## src/rtl/dm_master.sv

```systemverilog
// ============================================================================
// Module   : dm_master
// Brief    : Initiator-side load/store sequencer between the MEM stage and a
//            word-wide data memory (combinational read, synchronous write).
//            Handles byte/half/word access with sub-word read-modify-write,
//            lane extraction with sign/zero extension and error detection.
// Revision : 1.0 - initial release
// ============================================================================
`default_nettype none

module dm_master #(
  parameter int DM_AW = 12
) (
  input  logic        clk,
  input  logic        reset,
  // request channel
  input  logic        req_valid,
  output logic        req_ready,
  input  logic        req_we,
  input  logic [1:0]  req_size,
  input  logic        req_signed,
  input  logic [31:0] req_addr,
  input  logic [31:0] req_wdata,
  input  logic [31:0] req_pc,
  // response channel
  output logic        rsp_valid,
  input  logic        rsp_ready,
  output logic [31:0] rsp_rdata,
  output logic        rsp_err,
  // memory side
  output logic [31:0] dm_addr,
  output logic [31:0] dm_din,
  output logic        dm_scr,
  output logic [31:0] dm_pc,
  input  logic [31:0] dm_dout
);

  localparam logic [1:0] c_SIZE_BYTE = 2'b00;
  localparam logic [1:0] c_SIZE_HALF = 2'b01;
  localparam logic [1:0] c_SIZE_WORD = 2'b10;
  localparam logic [1:0] c_SIZE_ILL  = 2'b11;

  typedef enum logic [1:0] {
    S_IDLE = 2'd0,
    S_RD   = 2'd1,
    S_WR   = 2'd2,
    S_RSP  = 2'd3
  } state_t;

  state_t      r_state;
  state_t      w_state_nxt;

  // request latches, valid from the accept edge until the next accept
  logic [31:0] r_addr;
  logic [1:0]  r_size;
  logic        r_signed;
  logic        r_we;
  logic [31:0] r_wdata;
  logic [31:0] r_pc;

  // word read from memory, feeds the store merge
  logic [31:0] r_rdbuf;

  // registered response payload
  logic [31:0] r_rdata;
  logic        r_err;

  logic        w_accept;
  logic        w_misalign;
  logic        w_out_of_range;
  logic        w_req_err;
  logic [7:0]  w_ld_byte;
  logic [15:0] w_ld_half;
  logic [31:0] w_load_data;
  logic [31:0] w_merged;

  assign w_accept = req_valid && (r_state == S_IDLE);

  // Classify the incoming request; an error skips memory access entirely.
  always_comb begin
    w_misalign = 1'b0;
    unique case (req_size)
      c_SIZE_BYTE: w_misalign = 1'b0;
      c_SIZE_HALF: w_misalign = req_addr[0];
      c_SIZE_WORD: w_misalign = (req_addr[1:0] != 2'b00);
      c_SIZE_ILL:  w_misalign = 1'b1;
    endcase
    w_out_of_range = ((req_addr >> DM_AW) != 32'd0);
    w_req_err      = w_misalign || w_out_of_range;
  end

  // Extract the addressed lane from the memory word and extend it.
  always_comb begin
    w_ld_byte = 8'd0;
    unique case (r_addr[1:0])
      2'd0: w_ld_byte = dm_dout[7:0];
      2'd1: w_ld_byte = dm_dout[15:8];
      2'd2: w_ld_byte = dm_dout[23:16];
      2'd3: w_ld_byte = dm_dout[31:24];
    endcase
    w_ld_half = r_addr[1] ? dm_dout[31:16] : dm_dout[15:0];
    unique case (r_size)
      c_SIZE_BYTE: w_load_data = {{24{r_signed & w_ld_byte[7]}}, w_ld_byte};
      c_SIZE_HALF: w_load_data = {{16{r_signed & w_ld_half[15]}}, w_ld_half};
      default:     w_load_data = dm_dout;
    endcase
  end

  // Merge store data into the buffered word (little-endian lanes).
  always_comb begin
    w_merged = r_rdbuf;
    unique case (r_size)
      c_SIZE_BYTE: begin
        unique case (r_addr[1:0])
          2'd0: w_merged[7:0]   = r_wdata[7:0];
          2'd1: w_merged[15:8]  = r_wdata[7:0];
          2'd2: w_merged[23:16] = r_wdata[7:0];
          2'd3: w_merged[31:24] = r_wdata[7:0];
        endcase
      end
      c_SIZE_HALF: begin
        if (r_addr[1]) begin
          w_merged[31:16] = r_wdata[15:0];
        end else begin
          w_merged[15:0] = r_wdata[15:0];
        end
      end
      default: w_merged = r_wdata;
    endcase
  end

  // Next-state logic for the access sequencer.
  always_comb begin
    w_state_nxt = r_state;
    unique case (r_state)
      S_IDLE: begin
        if (req_valid) begin
          if (w_req_err) begin
            w_state_nxt = S_RSP;
          end else if (!req_we) begin
            w_state_nxt = S_RD;
          end else if (req_size == c_SIZE_WORD) begin
            w_state_nxt = S_WR;
          end else begin
            w_state_nxt = S_RD;
          end
        end
      end
      S_RD:  w_state_nxt = r_we ? S_WR : S_RSP;
      S_WR:  w_state_nxt = S_RSP;
      S_RSP: w_state_nxt = rsp_ready ? S_IDLE : S_RSP;
      default: w_state_nxt = S_IDLE;
    endcase
  end

  // State register; reset aborts any access in flight.
  always_ff @(posedge clk or negedge reset) begin
    if (!reset) begin
      r_state <= S_IDLE;
    end else begin
      r_state <= w_state_nxt;
    end
  end

  // Request latches, read buffer and response payload.
  always_ff @(posedge clk or negedge reset) begin
    if (!reset) begin
      r_addr   <= 32'd0;
      r_size   <= 2'd0;
      r_signed <= 1'b0;
      r_we     <= 1'b0;
      r_wdata  <= 32'd0;
      r_pc     <= 32'd0;
      r_rdbuf  <= 32'd0;
      r_rdata  <= 32'd0;
      r_err    <= 1'b0;
    end else begin
      if (w_accept) begin
        r_addr   <= req_addr;
        r_size   <= req_size;
        r_signed <= req_signed;
        r_we     <= req_we;
        r_wdata  <= req_wdata;
        r_pc     <= req_pc;
        r_rdata  <= 32'd0;
        r_err    <= w_req_err;
      end
      if (r_state == S_RD) begin
        r_rdbuf <= dm_dout;
        if (!r_we) begin
          r_rdata <= w_load_data;
        end
      end
    end
  end

  // Strobe is decoded straight from state so an asynchronous reset drops it
  // at once and an interrupted store never reaches memory.
  assign dm_scr    = (r_state == S_WR);
  assign dm_din    = dm_scr ? w_merged : 32'd0;
  assign dm_addr   = {r_addr[31:2], 2'b00};
  assign dm_pc     = r_pc;
  assign req_ready = (r_state == S_IDLE);
  assign rsp_valid = (r_state == S_RSP);
  assign rsp_rdata = r_rdata;
  assign rsp_err   = r_err;

endmodule

`default_nettype wire
```

## config.mk

```make
export PLATFORM = sky130hd
export DESIGN_NAME = dm_master
export DESIGN_NICKNAME = d
export VERILOG_FILES = /design/src/rtl/dm_master.sv
export SDC_FILE = /design/constraint.sdc
export NUM_CORES = 1
export LEC_CHECK = 0
export ABC_CLOCK_PERIOD_IN_PS = 4000
export CAP_MARGIN = 20
export CELL_PAD_IN_SITES_DETAIL_PLACEMENT = 1
export CELL_PAD_IN_SITES_GLOBAL_PLACEMENT = 2
export CORE_MARGIN = 5
export CORE_UTILIZATION = 29
export CTS_CLUSTER_SIZE = 14
export DETAILED_ROUTE_END_ITERATION = 7
export GPL_TIMING_DRIVEN = 0
export PLACE_DENSITY_LB_ADDON = 0.15
export SYNTH_ARGS = -nofsm -noshare
export SYNTH_HDL_FRONTEND = slang
export SYNTH_SLANG_ARGS = --single-unit
```

## constraint.sdc

```tcl
create_clock -name clk -period 4 [get_ports clk]
set_input_delay 0.8 -clock clk [delete_from_list [all_inputs] [get_ports clk]]
set_output_delay 0.8 -clock clk [all_outputs]
set_load 0.1 [all_outputs]
```

## Word-level counts from Yosys, hierarchy flattened

Cells that the tools add are included.
W data, S select, Z words.

- Shift-type cells: 0
- Equality and inequality tests: 11
- Div/mod/pow operators: 0
- $add $sub $neg: 0
- Bitwise operators: 2
- $lt $le $gt $ge: 0
- Reduce and logical (&&, ||, !) cells: 8
- Muxes and demuxes: 22
- Multiply operators: 0

Operators with widths:

| operator | count |
|---|---|
| $mux W32 | 4 |
| $pmux W32 S2 | 2 |
| $mux W16 | 3 |
| $mux W8 | 4 |
| $pmux W8 S4 | 1 |
| $reduce_bool A32 Y1 | 1 |
| $eq A2 B2 Y1 const B | 6 |
| $mux W2 | 5 |
| $eq A2 B1 Y1 const B | 4 |
| $logic_not A2 Y1 | 4 |
| $pmux W2 S4 | 1 |
| $pmux W1 S4 | 1 |
| $and A1 B1 Y1 | 2 |
| $ne A2 B2 Y1 const B | 1 |
| $reduce_bool A2 Y1 | 1 |
| $logic_and A1 B1 Y1 | 1 |
| $logic_or A1 B1 Y1 | 1 |
| $mux W1 | 1 |

- Memories kept: 0
- Word-level logic and storage cells: 53
- Flip-flop bits (word level): 167
- Memory bits (writable): 0
- Output and inout bits: 132
- Bits in read-only memories: 0
- Latch bits: 0

## Logic depth before layout (Yosys ltp)

Gate-level depths: netlist of the first run.

- Depth in word-level cells: 6
- Depth in mapped cells: 7
- Gate-level depth less buffers: 4

## Worst setup path after synthesis of the first run

Ideal clock, no wire load.

- Kind: register to output
- Start point: register r_addr[1]
- End point: output port dm_din[16]
- Data arrival time: 3.357 ns
- Path slack: -0.157 ns
- Cell stages (with the launch flop): 6
- Path buffers: 2
- Cells stage by stage: dfrtp_1 > buf_2 > buf_2 > nand2_1 > nand2_1 > a311oi_1

- Cells in the longest elaborated chain, start to end: 4

RTL lines:

| element | RTL line | text |
|---|---|---|
| start, declared | 54 | `logic [31:0] r_addr;` |
| start signal, assigned | 179 | `r_addr <= req_addr;` |
| $eq A2 B2 Y1 | 114 | `unique case (r_addr[1:0])` |
| $mux W8 | 114 |  |
| $pmux W32 S2 (*) | 112 | `unique case (r_size)` |
| $mux W32 (*) | 200 | `assign dm_din = dm_scr ? w_merged : 32'd0;` |
| end, declared | 32 | `output logic [31:0] dm_din,` |

Every way passes the cells marked *; elsewhere a longest branch is shown, timed or not.

## Worst setup path in the final report of the first run

- Start point: register r_size[1]
- End point: output port dm_din[21]

- Cells in the longest elaborated chain, start to end: 3

RTL lines:

| element | RTL line | text |
|---|---|---|
| start, declared | 55 | `logic [1:0] r_size;` |
| start signal, assigned | 180 | `r_size <= req_size;` |
| $eq A2 B1 Y1 / $logic_not A2 Y1 (equally long branches) | 112 |  |
| $pmux W32 S2 (*) | 112 |  |
| $mux W32 (*) | 200 |  |

Marked as above.

==> flow_metrics.tcl, run 1 <==
set metrics [dict create \
    tightest_slew_ps 1110 \
    synth_top_area_cell "dfrtp_1" \
    avgSynthCellArea_um2 9.31 \
    clk_latency_ps 440 \
    hold_class "in2async" \
    r2r-start "r_we" \
    cts-buffers-inserted 17 \
    critPathArrivalTime_ps 3050 \
    io_pins 268 \
    gp_congestion 0.812 \
    finalWirelength_um 30000 \
    critical_path_class "reg2out" \
    synthXorXnorAreaFrac_pct 0 \
    end_kind "output pin" \
    synth_compound_area_share_pct 13.7 \
    clockBufferDepth 2 \
    area_delta_synth_final_pct 46.1 \
    hpwlAfterDp_um 22800 \
    place_area_mm2 0.0111 \
    grt_pass1_vias 7773 \
    setup_ws_ps 151 \
    max_freq_mhz 260 \
    cts-root-buf "clkbuf_16" \
    rrSetupSlack_ps 2090 \
    grt_max_degree 111 \
    hold_viol_final 0 \
    path_delay_family "buffers and inverters" \
    die_w_um 176 \
    cts_hold_buf 0 \
    vias 7237 \
    syn-cell-area_mm2 0.00798 \
    slowest_delay_ps 910 \
    num_rows 60 \
    synthTopCellsByArea "dfrtp_1 52%, nand2_1 16%, mux2_2 5.8%, buf_4 3.0%, a21oi_1 2.6%" \
    gr-usage-all-layers_pct 19.4 \
    port_buffers 265 \
    path_cells "buf_2 -> inv_1 -> clkbuf_1 -> clkbuf_1 -> a311oi_1 -> dlygate4sd2_1" \
    synth_edf_count 0 \
    drtIter0Drc 365 \
    die_area_mm2 0.0309 \
    skew_ps 11.9 \
    ys_ff_latch 167 \
    cts_sinks 167 \
    initial_core_util_pct 29.5 \
    final_area_mm2 0.0117 \
    crit_required_ps 3200 \
    synth_cell_types 43 \
    htree_num_levels 4 \
    yosys.area_share.adder_pct 0 \
    cts_tree "yes" \
    r2r_cells 5 \
    cp_max_fo 10 \
    coreArea_mm2 0.0270 \
    path_common_cell "clkbuf_1" \
    synth_top_area_share_pct 52.3 \
    clk_pin_slew_ps 70 \
    async_flop_share_pct 100 \
    overflow 0 \
    dp_slack_ps 21.4 \
    insertedDiodeCount 0 \
    die_h_um 176 \
    grt_pass1_wl_um 46500 \
    fin_crit_ps 3850 \
    synth.area.mux_share_pct 7.95 \
    maxSlewHeadroom_pct 26.3 \
    post-route-util_pct 43.2 \
    slowest_stage "dlygate4sd2_1" \
    netlist_instances 858 \
    tns_ps 0 \
    min_period_over_period_pct 96.2 \
    nets 1280 \
    cp_num_buf_inv 5 \
    synthSimpleGateAreaFrac_pct 19.6 \
    cp-start-kind "flop" \
    synthFlopType "dfrtp_1" \
    rsz0062_at_grt "false" \
    drive_gt1_share_pct 14.2 \
    route.detailed.drc 0 \
    postRouteAntennaNets 0 \
    cap_viol_max_count 0 \
    synth_top_family_by_area "simple AND/OR/NAND/NOR gates" \
    slew_violations 0 \
    dr.pass1.iters 5 \
    worstReg2RegEnd "rsp_rdata[6]" \
    viasPerCell 4.83 \
    status "complete, no violations" \
    synth_seq_area_share_pct 52.3 \
    setup_viol 0 \
    yosys_warnings 0 \
    post_drt_wl_per_cell_um 20.0 \
    antenna_found_initial 0 \
]
## worst register-to-register path: stages, from the launching register on
cell and delay [ps]:
dfrtp_1 490, nor3b_2 280, clkbuf_1 440, buf_2 350
o21ai_0 140, o2bb2ai_1 140
## flip-flops by register name, summed over array words and instances (netlist names)
signal,count
dm_pc,32
r_addr,32
r_rdbuf,32
r_signed,1
r_size,2
r_state,2
r_wdata,32
r_we,1
rsp_err,1
rsp_rdata,32
## synthesized netlist by cell type, types with 2 or more instances
master and n:
a211o_1 8, a21boi_0 2, a21oi_1 41, a21oi_4 2, a221o_1 16, a22o_1 16
a22oi_1 15, a311oi_1 9, a31oi_1 2, and2_1 2, buf_2 26, buf_4 32
clkbuf_1 30, dfrtp_1 167, inv_1 2, mux2_2 41, mux2i_1 15, nand2_1 332
nand2b_1 4, nand3_1 10, nor2_1 17, nor2_2 3, nor2b_1 2, nor3_1 3
nor4_1 6, o21ai_0 11, o22ai_1 16, o2bb2ai_1 7, or3_1 7
## what timing repair did
action / 4_1_cts / 5_1_grt
buffers inserted: 0 / 0
pin swaps: 0 / 0
resized for setup: 43 / 20
gates cloned: 0 / 0
setup endpoints to repair: 27 / 11
## cells in the final DEF, fill, tap and decap left out, types with 15 or more instances in the layout
cell type / n
buf_4: 32
nand2_1: 332
buf_2: 26
a22oi_1: 15
mux2i_1: 15
mux2_2: 41
a22o_1: 16
clkbuf_16: 17
dfrtp_1: 167
clkdlybuf4s50_1: 237
a221o_1: 16
o22ai_1: 16
nor2_1: 17
clkbuf_1: 30
a21oi_1: 41
## final cells by class
type                            instances  area [um^2]
Fill cell                            3104        15400
Sequential cell                       167         4180
Multi-Input combinational cell        598         3320
Timing Repair Buffer                  266         2650
Buffer                                 90          499
Clock buffer                           19          443
Tap cell                              341          427
Clock inverter                         13          134
Inverter                                4         15.0
## through the flow
stage / cells / hold slack [ps]
5_1_grt: 1498 / 310
6_report: 1498 / 276
3_3_place_gp: 1465 / 457
2_1_floorplan: 859 / 446
3_5_place_dp: 1466 / 462
4_1_cts: 1498 / 289
## layer usage
layer / vias up / GRT usage (%) / wire (um) / share of wire (%)
li1: 3455 / - / - / -
met1: 3543 / 26.7 / 13700 / 46
met2: 219 / 29.9 / 13500 / 45
met3: 20 / 6.07 / 2440 / 8.1
met4: 0 / 4.52 / 360 / 1.2
met5: - / 0 / 0 / 0
## kinds of logic after synthesis
family,Yosys count
simple gates,390
flops,167
compound gates,149
buf+inv,94
mux,57
other cells,1
## worst max-delay path by stage
stage / from / endpoint / slack (ps) / cells after the start
after floorplan: r_addr[1] / dm_din[20] / -160 / 5
after global placement: reset / dm_pc[3] / -5380 / 1
after detailed placement: r_size[0] / dm_din[31] / 20 / 5
after CTS: r_size[1] / dm_din[20] / 30 / 6
after global routing: r_addr[1] / dm_din[10] / 4 / 7
final: r_size[1] / dm_din[21] / 150 / 6
Power of run 1 is left out: the tool's default activity adds up to more than one toggle a clock period on the data nets, which glitch-free logic cannot reach.
==> inputs of run 2 (changes only) <==
==> constraint.sdc (replaced) <==
create_clock -name clk -period 4 [get_ports clk]
set_input_delay 0.8 -clock clk [delete_from_list [all_inputs] [get_ports clk]]
set_output_delay 0.8 -clock clk [all_outputs]
set_load 0.01 [all_outputs]
==> flow_metrics.tcl, run 2 (synthesis gave the netlist of run 1 again) <==
set metrics [dict create \
    rsz0062_at_grt "false" \
    tns_ps 0 \
    postRouteAntennaNets 0 \
    drive_gt1_share_pct 12.4 \
    powerDensity_mw_per_mm2 806 \
    io_pins 268 \
    slew_violations 0 \
    crit_required_ps 3200 \
    cts-root-buf "clkbuf_16" \
    pwr-share-clk_pct 17.3 \
    coreArea_mm2 0.0270 \
    cts_hold_buf 0 \
    hpwlAfterDp_um 22900 \
    tightest_slew_ps 623 \
    fill_cells 3066 \
    seqCellArea_mm2 0.00418 \
    area_delta_synth_final_pct 46.1 \
    comb_power_share_pct 49.3 \
    antenna_found_initial 0 \
    post_drt_wl_per_cell_um 19.8 \
    crit_path_end "dm_din[30]" \
    dr.pass1.iters 4 \
    htree_num_levels 4 \
    insertedDiodeCount 0 \
    leakagePower_nw 5.23 \
    r2r-start "r_we" \
    hold_viol_final 0 \
    p_total_mw 9.40 \
    skew_ps 16.3 \
    status "complete, no violations" \
    num_rows 60 \
    cp_max_fo 10 \
    cts_tree "yes" \
    max_freq_mhz 267 \
    drtIter0Drc 318 \
    critical_path_class "reg2out" \
    critPathArrivalTime_ps 2940 \
    cts-buffers-inserted 17 \
    irDropWorstVdd_mv 0.301 \
    final_common_cell "nand2_1" \
    cp-start-kind "flop" \
    maxSlewHeadroom_pct 58.5 \
    gr-usage-all-layers_pct 18.9 \
    swShare_pct 39.3 \
    clockBufferDepth 2 \
    fin_crit_ps 3740 \
    end_kind "output pin" \
    multi_input_area_mm2 0.00330 \
    viasPerCell 4.78 \
    worstReg2RegEnd "rsp_rdata[6]" \
    hold_class "in2async" \
    route.detailed.drc 0 \
    initial_core_util_pct 29.5 \
    die_area_mm2 0.0309 \
    overflow 0 \
    clk_latency_ps 440 \
    min_period_over_period_pct 93.6 \
    cts_resized 0 \
    cts_setup_buffers 0 \
    finalWirelength_um 29700 \
    vias 7159 \
    rrSetupSlack_ps 2060 \
    p_seq_share_pct 33.4 \
    gp_congestion 0.836 \
    nets 1280 \
    clk_pin_slew_ps 70 \
    whs_ps 306 \
    cap_viol_max_count 0 \
    cp-startpoint "r_size[0]" \
    grt_pass1_vias 7518 \
    die_h_um 176 \
    internal_power_mw 5.70 \
    die_w_um 176 \
    grt_max_degree 96 \
    port_buffers 265 \
    p_sw_mw 3.70 \
    r2r_cells 5 \
    grt_pass1_wl_um 45100 \
    setup_viol 0 \
    cts_sinks 167 \
    layout_common_cells "332 x nand2_1, 264 x clkdlybuf4s50_1, 167 x dfrtp_1" \
]
==> run 2: metrics by stage <==
step,instances,cell area (um^2),setup slack [ps],util [%]
floorplan,859,7990,1750,-
global route,1498,11700,54.9,43.2
detailed placement,1466,11100,642,41.1
CTS,1498,11700,179,43.2
finish,1498,11700,258,43.2
global placement,1465,11100,-5350,40.9
==> run 2: layout make-up <==
class	instances	share of cell area, %
well taps	341	3.66
clock buffers	18	3.68
multi-input cells	598	28.3
repair buffers	266	23.0
clock inverters	14	1.16
inverters	4	0.129
plain buffers	90	4.27
flip-flops and latches	167	35.8
==> run 2: metal layers <==
layer  routed length (um)  track usage [%]  share of wire, %
met4                  414             4.35               1.4
met3                 2270             6.59               7.6
met2                13600             29.4                46
met5                    0                0                 0
met1                13400             25.5                45
==> run 2: power by group through the flow <==
stage	Sequential, mW	Combinational, mW	Clock [mW]
after detailed placement	3.16	4.69	0
after global routing	3.25	5.06	1.75
after floorplan	3.06	2.44	0
after global placement	3.13	4.63	0
final	3.14	4.64	1.62
after CTS	3.14	4.72	1.68
==> run 2: worst min-delay path by stage <==
stage | startpoint | end | cells after the start
5_1_grt | reset | rsp_rdata[25] | 1
3_3_place_gp | dm_pc[16] | dm_pc[16] | 2
4_1_cts | reset | rsp_rdata[26] | 1
2_1_floorplan | r_wdata[24] | r_wdata[24] | 2
6_report | reset | rsp_rdata[26] | 1
3_5_place_dp | r_addr[3] | r_addr[3] | 2
==> run 2: critical path, cell delays in order, from the launching register on <==
cell             delay, ps
dfrtp_1                400
clkbuf_1               510
clkinv_1               440
a211o_1                350
a21oi_1                230
clkdlybuf4s50_1        580
(Power assumes the default switching activity.)
==> variant 1, RTL diff (flow settings as in run 1) <==
Re-encode `state_t` (4 states) as one-hot, 4 bits wide.
--- a/src/rtl/dm_master.sv
+++ b/src/rtl/dm_master.sv
@@ -40,11 +40,11 @@
   localparam logic [1:0] c_SIZE_WORD = 2'b10;
   localparam logic [1:0] c_SIZE_ILL  = 2'b11;
 
-  typedef enum logic [1:0] {
-    S_IDLE = 2'd0,
-    S_RD   = 2'd1,
-    S_WR   = 2'd2,
-    S_RSP  = 2'd3
+  typedef enum logic [3:0] {
+    S_IDLE = 4'b0001,
+    S_RD   = 4'b0010,
+    S_WR   = 4'b0100,
+    S_RSP  = 4'b1000
   } state_t;
 
   state_t      r_state;
Check against the original RTL: no difference found for any inputs over 10 cycles, from zero or initial values and one cycle with reset low; not proved beyond that.
==> variant 1 against run 1 <==
- first-iteration DRC count decreased by 5.8%
- final area is 3.4% higher
- die area increased by 3.8%
- area after synthesis up 4.0%
- setup slack lost 0.0023 ns
- utilization is 0.78 points lower
- clock skew grew 0.0026 ns
- sequential share of layout area is 0.76 points lower
- non-clock buffer count rose by 3
- register-to-register slack got worse by 0.29 ns
- cell count up 3.2%
- routed wire length up 1.6%
- sequential cell count up 2
==> variant 1: results <==
{
  "grt.met2_usage_pct": 31.6,
  "dr.first_iter.drc_count": 344,
  "antenna_found_initial": 1,
  "wl_met2_um": 14700,
  "maxSlewHeadroom_pct": 31.5,
  "place_congestion": 0.782,
  "pre_cts_ws_ns": -0.0375,
  "synth_area_leaders": "dfrtp_1, nand2_1, mux2_2, a21oi_1, buf_4",
  "highest_layer": "met5",
  "htreeDepth": 4,
  "wire_per_inst_um": 19.7,
  "nFillCells": 3245,
  "grt_max_degree": 103,
  "ys_types": 50,
  "whs_ns": 0.305,
  "multi_input_area_share_pct": 29.4,
  "ys_top_cells_by_count": "nand2_1, dfrtp_1, a21oi_1, mux2_2, buf_4",
  "clk_share_pct": 4.95,
  "grt_pass1_vias": 7748,
  "r2r-end": "r_wdata[9]",
  "final_layout_size_suffix_gt1_share_pct": 17.5,
  "bufAreaShareNonClock_pct": 26.5,
  "cts_resized": 81,
  "critPathMaxStageDelay_ns": 0.60,
  "regArea_um2": 4230,
  "grt_pass1_wl_um": 46300,
  "crit_slowest_cell": "clkdlybuf4s15_2",
  "hpwlAfterDp_um": 23300,
  "layout.non_clock_buffers": 359,
  "met3_length_um": 1970,
  "status": "finished, final reports clean",
  "met1Wirelength_um": 13500,
  "ys_seq_area_share_pct": 50.9,
  "grt_use_met3_pct": 4.98,
  "fin_nets": 1285,
  "gr-usage-all-layers_pct": 19.1,
  "finClkSkew_ns": 0.0145,
  "seq_cells": 169,
  "nClkBuffers": 18,
  "r2r_slack_ns": 1.80,
  "r2r-start": "r_state[0]"
}
==> variant 1: changes by cell type in the layout (fill, tap and decap cells not counted), sizes merged, moves of 19 or more <==
cell | before | now
a21oi | 43 | 68
mux2 | 41 | 67
nand2 | 333 | 253
nor2b | 2 | 21
==> variant 1: how the worst max path moves through the flow <==
stage                from          end  slack (ns)  cells after the start
4_1_cts         r_addr[0]    dm_din[0]       0.002                      6
3_5_place_dp    r_size[1]   dm_din[15]       -0.04                      8
3_3_place_gp        reset  r_wdata[18]       -5.50                      1
2_1_floorplan  r_state[3]   dm_din[21]       -0.18                      4
6_report        r_addr[0]   dm_din[18]        0.15                      7
5_1_grt         r_addr[0]   dm_din[21]      -0.009                      7
==> variant 1: kinds of logic after synthesis <==
group                  count (synthesis)  share of synthesized area (%)
AOI/OAI and AO/OA                    168                           13.1
buffers and inverters                 97                           6.60
DFF                                  169                           50.9
muxes                                 75                           10.0
other                                  1                         0.0452
and+or+nand+nor                      353                           19.3
==> variant 1: report_power, final <==
group	total, W	switching (W)	internal (W)
registers	0.00259	0.000376	0.00222
clock network	0.00169	0.000792	0.000901
logic	0.00558	0.00395	0.00162
total	0.00986	0.00512	0.00474
==> variant 1: through the flow <==
step	setup TNS (ns)	std cells	cell area, um^2	total power, W
detailed placement	-0.0670	1514	11500	0.00826
global route	-0.00941	1546	12100	0.0104
finish	0	1546	12100	0.00986
CTS	0	1546	12100	0.00999
global placement	-924.21	1513	11500	0.00819
floorplan	-0.725	864	8320	0.00670
==> variant 1: worst register-to-register path: stages (launching register included) <==
cell      delay, ns
dfstp_2        0.61
nor4b_4        0.33
nand2_1        0.27
clkbuf_1       0.40
buf_2          0.32
nand2_1        0.10
nand2_1        0.05
==> variant 2, RTL diff (settings of run 1) <==
Made on the original files. Set the parameter `DM_AW` to 9 (it was 12).
--- a/src/rtl/dm_master.sv
+++ b/src/rtl/dm_master.sv
@@ -9,7 +9,7 @@
 `default_nettype none
 
 module dm_master #(
-  parameter int DM_AW = 12
+  parameter int DM_AW = 9
 ) (
   input  logic        clk,
   input  logic        reset,
Check against the original RTL: not equivalent (Yosys sat finds a counterexample within 4 cycles, from zero or initial values and one cycle with reset low).
==> variant 2 against run 1 <==
- setup slack lost 0.045 ns
- largest cell class unchanged
- final area grew 0.78%
- routed wire length grew 1.5%
- cell count rose by 2.3%
- via count up 0.94%
- area after synthesis grew 0.50%
- non-clock buffer count increased by 1
- sequential cell count unchanged
- fmax is 1.2% lower
Power is not shown: default switching activity piles up to over one toggle a cycle in this logic, so the estimate is an artifact.
==> variant 2: results <==
{
  "status": "finished, final reports clean",
  "grt_pass1_wl_um": 46500,
  "synthArstFlopShare_pct": 100,
  "num-nonclk-inverters": 5,
  "ys_ff_latch": 167,
  "vias": 7305,
  "grt_max_degree": 103,
  "fin_nets": 1284,
  "hpwlAfterDp_um": 23400,
  "multi_input_area_um2": 3390,
  "dr.first_iter.drc_count": 379,
  "final_layout_size_suffix_gt1_share_pct": 14.3,
  "cts_root_buf": "clkbuf_16",
  "ys_seq_area_share_pct": 52.1,
  "cts_buffer_depth": 2,
  "antenna_found_initial": 0,
  "worstPathArrival_ns": 3.09,
  "cp_max_fo": 10,
  "ys_types": 46,
  "pre_cts_ws_ns": 0.0344,
  "dp_cells": 1501,
  "tightest_slew_ns": 1.04,
  "drt_pre_antenna_iters": 5,
  "clk_share_pct": 5.12,
  "finClkSkew_ns": 0.0153,
  "syn_avg_cell_area_um2": 9.31,
  "cts_resized": 46,
  "post_cts_buffers": 0,
  "use_met1_pct": 26.8,
  "yosysWarnings": 0,
  "nFillCells": 3116,
  "routed_wl_um": 30500,
  "layout.non_clock_buffers": 357,
  "bufAreaShareNonClock_pct": 26.4,
  "ys_top_cells_by_count": "nand2_1, dfrtp_1, a21oi_1, clkbuf_1, mux2_2",
  "sh_seq_area_pct": 35.6,
  "grt_use_met3_pct": 5.07,
  "grt_pass1_vias": 7779,
  "synth_area_leaders": "dfrtp_1, nand2_1, mux2_2, buf_4, a21oi_1",
  "n_antenna_cell": 0,
  "gr-usage-all-layers_pct": 19.3,
  "place_congestion": 0.833,
  "nMultiInputCombCells": 600,
  "nClkBuffers": 17,
  "path_clk_slew_ns": 0.08,
  "vias_per_cell": 4.77,
  "grt.met2_usage_pct": 30.5
}
variant 2: cell count changes after synthesis, sizes merged, moves of 6 or more:
cell | before | now
o21ai | 11 | 20
clkbuf | 30 | 40
mux2i | 15 | 9
o211a | 0 | 7
nand3b | 1 | 7
a21o | 1 | 8
buf | 60 | 51
or3 | 7 | 0
o22ai | 16 | 0
a221oi | 0 | 8
nor2b | 2 | 15
nand2 | 333 | 315
a22o | 16 | 9
variant 2: logic make-up after synthesis:
kind of cell	count (synthesis)	synth area share [%]
muxes	50	7.02
and+or+nand+nor	391	20.2
AOI/OAI and AO/OA	157	14.2
buffers and inverters	96	6.46
DFF	167	52.1
other	1	0.0467
variant 2: worst max-delay path, stage by stage, from the launching register on:
cell	delay, ns
dfrtp_1	0.43
nand2b_1	0.16
clkbuf_1	0.20
a21oi_2	0.41
buf_2	0.33
mux2i_1	0.10
nor2_1	0.16
dlygate4sd2_1	0.88
variant 2: path summary, 6_finish.rpt:
path | slack, ns | to | depth (start not counted) | start
worst max-delay path | 0.11 | dm_din[6] | 7 | r_size[0]
worst min-delay path | 0.30 | dm_pc[29] | 1 | reset
worst max register to register | 1.76 | rsp_rdata[30] | 4 | r_state[1]
worst min register to register | 0.47 | dm_pc[23] | 2 | dm_pc[23]
max in group asynchronous | 2.77 | r_rdbuf[24] | 2 | reset
min in group clk | 0.47 | dm_pc[23] | 2 | dm_pc[23]
variant 2: stage by stage:
step / TNS (ns) / cell area, um^2
5_1_grt: 0 / 11800
3_5_place_dp: 0 / 11200
2_1_floorplan: 0 / 8080
4_1_cts: 0 / 11800
3_3_place_gp: -896.33 / 11200
6_report: 0 / 11800
variant 2: layer usage:
layer  vias to the layer above  wire, um
met1                      3613     14200
met5                         -         0
li1                       3466         -
met3                        20      1900
met2                       206     14000
met4                         0       367
